<file path="src/rtl/operand_loader.sv">
// operand_loader: responder end of the loaddata/inputdata_ready four-phase
// handshake. While loaddata is high it collects two WIDTH-bit operands from
// an 8-bit valid/ready byte stream (little-endian, operand A first), then
// presents them atomically on opA/opB and raises inputdata_ready until
// loaddata falls.
// Optional stall timeout: compile with OPERAND_LOADER_TIMEOUT_EN defined.
module operand_loader #(
  parameter int WIDTH          = 8,
  parameter int TIMEOUT_CYCLES = 1000
) (
  input  logic             clk,
  input  logic             reset,
  input  logic             loaddata,
  output logic             inputdata_ready,
  input  logic             in_valid,
  input  logic [7:0]       in_data,
  output logic             in_ready,
  output logic [WIDTH-1:0] opA,
  output logic [WIDTH-1:0] opB,
  output logic             timeout_err
);

  localparam int NBYTES = WIDTH / 8;
  localparam int NB2    = 2 * NBYTES;
  localparam int CW     = (NB2 > 1) ? $clog2(NB2) : 1;
  localparam logic [CW-1:0] LAST = CW'(NB2 - 1);

  // Reject illegal parameterisations at elaboration time.
  if ((WIDTH < 8) || ((WIDTH % 8) != 0) || (TIMEOUT_CYCLES < 1)) begin : g_bad_param
    $error("operand_loader: WIDTH must be a multiple of 8 (>= 8), TIMEOUT_CYCLES >= 1");
  end

  typedef enum logic [1:0] {
    IDLE    = 2'd0,
    COLLECT = 2'd1,
    ACK     = 2'd2
  } state_t;

  state_t               state_r, state_s;
  logic [CW-1:0]        cnt_r;
  logic [2*WIDTH-1:0]   shadow_r;
  logic [2*WIDTH-1:0]   merged_s;
  logic [WIDTH-1:0]     opa_r, opb_r;
  logic                 timeout_err_r;
  logic                 accept_s;
  logic                 complete_s;
  logic                 timeout_s;

  // in_ready is decoded from state only, so accept never depends on a comb path.
  assign accept_s   = in_valid && (state_r == COLLECT);
  assign complete_s = accept_s && loaddata && (cnt_r == LAST);

`ifdef OPERAND_LOADER_TIMEOUT_EN
  localparam int SW = $clog2(TIMEOUT_CYCLES + 1);
  logic [SW-1:0] stall_r;

  // Count consecutive COLLECT cycles without an accepted byte.
  always_ff @(posedge clk or negedge reset) begin
    if (!reset) begin
      stall_r <= '0;
    end else if ((state_r != COLLECT) || accept_s) begin
      stall_r <= '0;
    end else begin
      stall_r <= stall_r + SW'(1);
    end
  end

  // Abort fires on the edge where the stall count would reach the limit;
  // a concurrent loaddata drop is an ordinary abort, not a timeout.
  assign timeout_s = (state_r == COLLECT) && loaddata && !accept_s &&
                     (stall_r == SW'(TIMEOUT_CYCLES - 1));
`else
  assign timeout_s = 1'b0;
`endif

  // Next-state decode; abort by loaddata takes priority over completion.
  always_comb begin
    state_s = state_r;
    case (state_r)
      IDLE: begin
        if (loaddata) state_s = COLLECT;
        else          state_s = IDLE;
      end
      COLLECT: begin
        if (!loaddata)      state_s = IDLE;
        else if (complete_s) state_s = ACK;
        else if (timeout_s)  state_s = IDLE;
        else                 state_s = COLLECT;
      end
      ACK: begin
        if (!loaddata) state_s = IDLE;
        else           state_s = ACK;
      end
      default: state_s = IDLE;
    endcase
  end

  // Shadow image with the byte being accepted merged into the final slot.
  always_comb begin
    merged_s = shadow_r;
    merged_s[(NB2-1)*8 +: 8] = in_data;
  end

  // State register.
  always_ff @(posedge clk or negedge reset) begin
    if (!reset) state_r <= IDLE;
    else        state_r <= state_s;
  end

  // Byte index: held at zero outside COLLECT so every entry starts at byte 0.
  always_ff @(posedge clk or negedge reset) begin
    if (!reset) begin
      cnt_r <= '0;
    end else if (state_r != COLLECT) begin
      cnt_r <= '0;
    end else if (accept_s) begin
      cnt_r <= cnt_r + CW'(1);
    end else begin
      cnt_r <= cnt_r;
    end
  end

  // Shadow byte capture at the current byte index.
  always_ff @(posedge clk or negedge reset) begin
    if (!reset) begin
      shadow_r <= '0;
    end else begin
      for (int i = 0; i < NB2; i++) begin
        if (accept_s && (cnt_r == CW'(i))) shadow_r[i*8 +: 8] <= in_data;
      end
    end
  end

  // Operands update only on a completed collection, never with partial data.
  always_ff @(posedge clk or negedge reset) begin
    if (!reset) begin
      opa_r <= '0;
      opb_r <= '0;
    end else if (complete_s) begin
      opa_r <= merged_s[WIDTH-1:0];
      opb_r <= merged_s[2*WIDTH-1:WIDTH];
    end else begin
      opa_r <= opa_r;
      opb_r <= opb_r;
    end
  end

  // One-cycle timeout pulse.
  always_ff @(posedge clk or negedge reset) begin
    if (!reset) timeout_err_r <= 1'b0;
    else        timeout_err_r <= timeout_s;
  end

  assign in_ready        = (state_r == COLLECT);
  assign inputdata_ready = (state_r == ACK);
  assign opA             = opa_r;
  assign opB             = opb_r;
  assign timeout_err     = timeout_err_r;

endmodule

</file>
<file path="config.mk">
export PLATFORM = sky130hd
export DESIGN_NAME = operand_loader
export DESIGN_NICKNAME = d
export VERILOG_FILES = /design/src/rtl/operand_loader.sv
export SDC_FILE = /design/constraint.sdc
export NUM_CORES = 1
export LEC_CHECK = 0
export ABC_AREA = 1
export BUFFER_PORTS_ARGS = -buffer_cell sky130_fd_sc_hd__buf_4
export CORE_AREA = 8 8 57 59
export CTS_BUF_LIST = sky130_fd_sc_hd__clkbuf_16
export DETAILED_ROUTE_END_ITERATION = 12
export DIE_AREA = 0 0 65 67
export PLACE_DENSITY = 0.74
export SYNTH_ARGS = -nofsm -noshare
export SYNTH_HDL_FRONTEND = slang
export SYNTH_SLANG_ARGS = --single-unit
</file>
<file path="constraint.sdc">
create_clock -name clk -period 1.7 [get_ports clk]
set_clock_uncertainty 0.2 [all_clocks]
set_input_delay 0 -clock clk [delete_from_list [all_inputs] [get_ports clk]]
set_output_delay 0 -clock clk [all_outputs]
set_load 0.05 [all_outputs]
</file>
==> out/qor.yml <==
global_route:
  largest_net_degree_at_the_start_of_global_routing: 28
  grt_pass1_wl_um: 4410
  number_of_antenna_violations_at_the_first_check_in_global_routing: 0
  number_of_global_route_vias_before_repair: 989
  overflow: 0
  groute.usage.overall_pct: 13.0
clock_tree:
  cts_made_buffers: 3
  cts.clk_slew.worst_paths_ns: 0.06
  tritoncts: "built"
  cts_setup_buffers: 0
  root_buffer: "sky130_fd_sc_hd__clkbuf_16"
  tritoncts_num_sinks: 27
  clock_tree.buffer_depth: 2
  cts_htree_levels: 1
  worst_skew_pair.late_latency_ns: 0.26
setup_path:
  critical_path.max_stage_delay_ns: 0.43
  category_of_the_worst_setup_path_launch_point: "register"
  critical_path_at_ns: 1.33
  crit_path_top_delay_cell: "sky130_fd_sc_hd__dfrtp_1"
  worst-path-buf-inv: 1
  crit_chain: "inv_1 -> nor2_4 -> nand3_4 -> nand2_1 -> nand2_1"
  cp_data_required_time_ns: 1.65
  timing.setup.critical_path_class: "reg -> reg"
  path_common_cell: "sky130_fd_sc_hd__nand2_1"
  endpoint_kind: "register"
  cp_max_fo: 17
  path_delay_family: "simple AND/OR/NAND/NOR gates"
cells_and_area:
  layout-drive-gt1-share_pct: 25.9
  layout.filler_cells: 200
  layoutNonFillerInstCount: 192
  syn2layout_area_growth_pct: 37.0
  post-route-util_pct: 64.9
  antenna-diode-count: 0
  final_net_count: 175
  seqCellArea_um2: 676
  multi_input_area_um2: 395
power_and_ir_drop:
  power.net_switching_uw: 946
  p_sw_share_pct: 40.6
  cellInternalPower_uw: 1390
  power.clock.fraction_pct: 22.8
  pwr-share-comb_pct: 38.2
  power.density_cell_area_nw_per_um2: 1520
  sequentialPowerShare_pct: 39.0
  worst_ir_drop_vdd_mv: 1.09
  leakagePower_uw: 0.000851
sta:
  max_clock_freq_mhz: 723
  period_share_pct: 81.4
  fin_worst_hold_slack_ns: -0.0126
  final_max_slew_viol_count: 0
  total_setup_violations_reported_at_the_end_of_the_flow: 0
  totalNegativeSetupSlack_ns: 0
  hold_violations: 27
  grt_setup_unrepaired: "false"
  min_period_ns: 1.38
floorplan:
  boundaryPins: 31
  core_region_area_um2: 2360
  floorplan.initialDensity_pct: 47.4
  num_rows: 18
  total_die_area_um2: 4360
  die_y_um: 67
  chipWidth_um: 65
logic_synthesis:
  syn_nets: 133
  synth_cell_types: 15
  synthXorXnorAreaFrac_pct: 0
  post_synth_inst_count: 121
  post_synth_mux_area_share_pct: 0
  synth-compound-area-share_pct: 0.447
  combinational_family_with_the_most_area_after_synthesis: "simple AND/OR/NAND/NOR gates"
  post_synth_fa_ha_maj_area_fraction_pct: 0
  synth.yosys.seq_area_share_pct: 60.3
  mappedNetlistArea_um2: 1120
  yosys_warnings: 0
  simple_gate_portion_of_the_synthesized_area_pct: 34.5
  synth-seq-cells: 27
  post_synthesis_average_cell_area_um2: 9.25
place:
  numPlacedInstances: 177
  place_hpwl_um: 1740
  finalWeightedCongestion: 0.753
  portBuffers: 29
run:
  timing.max_cap.violations: 0
status:
  violations: "negative hold slack"
  outcome: "finished, violations left"
route:
  drt-vias-per-instance: 4.79
  routed_wl_um: 2580
  drt_iter0_drc: 28
  routed-via-count: 920
  route.detailed.wl_per_inst_um: 13.4
  ant_nets: 0
  drt_pre_antenna_iters: 4
  drc_errors: 0
min_path:
  timing.hold.worst.class: "in -> async"
[worst register-to-register path: cells and delay by family (launching register included)]
| family | cells | cell delay (ns) |
|---|---|---|
| flops | 1 | 0.43 |
| buf+inv | 1 | 0.09 |
| simple gates | 4 | 0.56 |
[per-stage QoR]
stage,hold slack [ns],power (uW),cell area (um2),setup WS (ns)
after floorplan,-0.496,1490,1120,0.117
after global placement,-0.275,1770,1340,0.373
after detailed placement,-0.274,1790,1340,0.331
after CTS,0.00538,2350,1530,0.306
after global routing,0.00760,2450,1530,0.213
final,-0.0126,2330,1530,0.317
[area by class of cell]
cell class	count	area share, %
clock buffers	3	4.89
clock inverters	1	0.489
inverters	4	0.979
multi-input cells	87	25.8
flip-flops and latches	27	44.0
well taps	30	2.45
repair buffers	40	21.4
[registers in the layout, indices dropped and copies added, names as in the netlist]
name      count
state_r       2
cnt_r         1
shadow_r      8
opB           8
opA           8
[power groups by stage]
stage                     clock [uW]  sequential, uW  combinational [uW]
after global routing             579             926                 944
after CTS                        542             907                 900
after floorplan                    0            1320                 170
after detailed placement           0             915                 875
final                            532             909                 890
after global placement             0             909                 862
[what timing repair did]
item	CTS	global route
resized for setup	0	0
hold buffers	11	0
hold endpoints to repair	46	0
[layout by cell type, fill, tap and decap left out]
| cell | instances |
|---|---|
| sky130_fd_sc_hd__nor2_4 | 2 |
| sky130_fd_sc_hd__conb_1 | 1 |
| sky130_fd_sc_hd__clkinvlp_4 | 1 |
| sky130_fd_sc_hd__nand3_2 | 1 |
| sky130_fd_sc_hd__nand2_2 | 1 |
| sky130_fd_sc_hd__nor2_1 | 2 |
| sky130_fd_sc_hd__o21ai_0 | 1 |
| sky130_fd_sc_hd__nand3_4 | 2 |
| sky130_fd_sc_hd__buf_4 | 29 |
| sky130_fd_sc_hd__nand2_1 | 76 |
| sky130_fd_sc_hd__inv_2 | 2 |
| sky130_fd_sc_hd__dfrtp_1 | 27 |
| sky130_fd_sc_hd__dlygate4sd3_1 | 11 |
| sky130_fd_sc_hd__clkbuf_16 | 3 |
| sky130_fd_sc_hd__nor2_8 | 1 |
| sky130_fd_sc_hd__inv_1 | 2 |
[path summary, 6_finish.rpt]
kind	slack [ns]	from	endpoint	cells after the start
setup reg to reg	0.32	state_r[0]$_DFF_PN0_	opA[0]$_DFFE_PN0P_	5
hold reg to reg	0.28	shadow_r[1]$_DFFE_PN0P_	opA[1]$_DFFE_PN0P_	2
hold / removal	-0.01	reset	opB[0]$_DFFE_PN0P_	2
min in group clk	0.28	shadow_r[1]$_DFFE_PN0P_	opA[1]$_DFFE_PN0P_	2
setup / recovery	0.32	state_r[0]$_DFF_PN0_	opA[0]$_DFFE_PN0P_	5
max in group asynchronous	1.06	reset	state_r[1]$_DFF_PN0_	2
[Yosys cell counts]
cell | count | share of area, %
sky130_fd_sc_hd__buf_6 | 1 | 1.0
sky130_fd_sc_hd__dfrtp_1 | 27 | 60
sky130_fd_sc_hd__o21ai_0 | 1 | 0.45
sky130_fd_sc_hd__nand3_4 | 2 | 3.1
sky130_fd_sc_hd__buf_4 | 1 | 0.67
sky130_fd_sc_hd__nand2_2 | 1 | 0.56
sky130_fd_sc_hd__inv_2 | 2 | 0.67
sky130_fd_sc_hd__nor2_1 | 2 | 0.67
sky130_fd_sc_hd__nor2_4 | 2 | 2.0
sky130_fd_sc_hd__nor2_8 | 1 | 1.8
sky130_fd_sc_hd__buf_8 | 1 | 1.3
sky130_fd_sc_hd__nand3_2 | 1 | 0.89
sky130_fd_sc_hd__inv_1 | 2 | 0.67
sky130_fd_sc_hd__conb_1 | 1 | 0.33
sky130_fd_sc_hd__nand2_1 | 76 | 25
[layer usage]
metal,vias to the layer above,track usage (%),wire [um]
li1,445,-,-
met1,440,13.6,1060
met2,26,22.6,1320
met3,9,3.19,119
met4,0,8.72,83
met5,-,0,0
[kinds of logic after synthesis]
family	Yosys count
AND/OR/NAND/NOR	85
flip-flops	27
buffers and inverters	7
AO/OA/AOI/OAI	1
other	1
(Power assumes the default switching activity.)
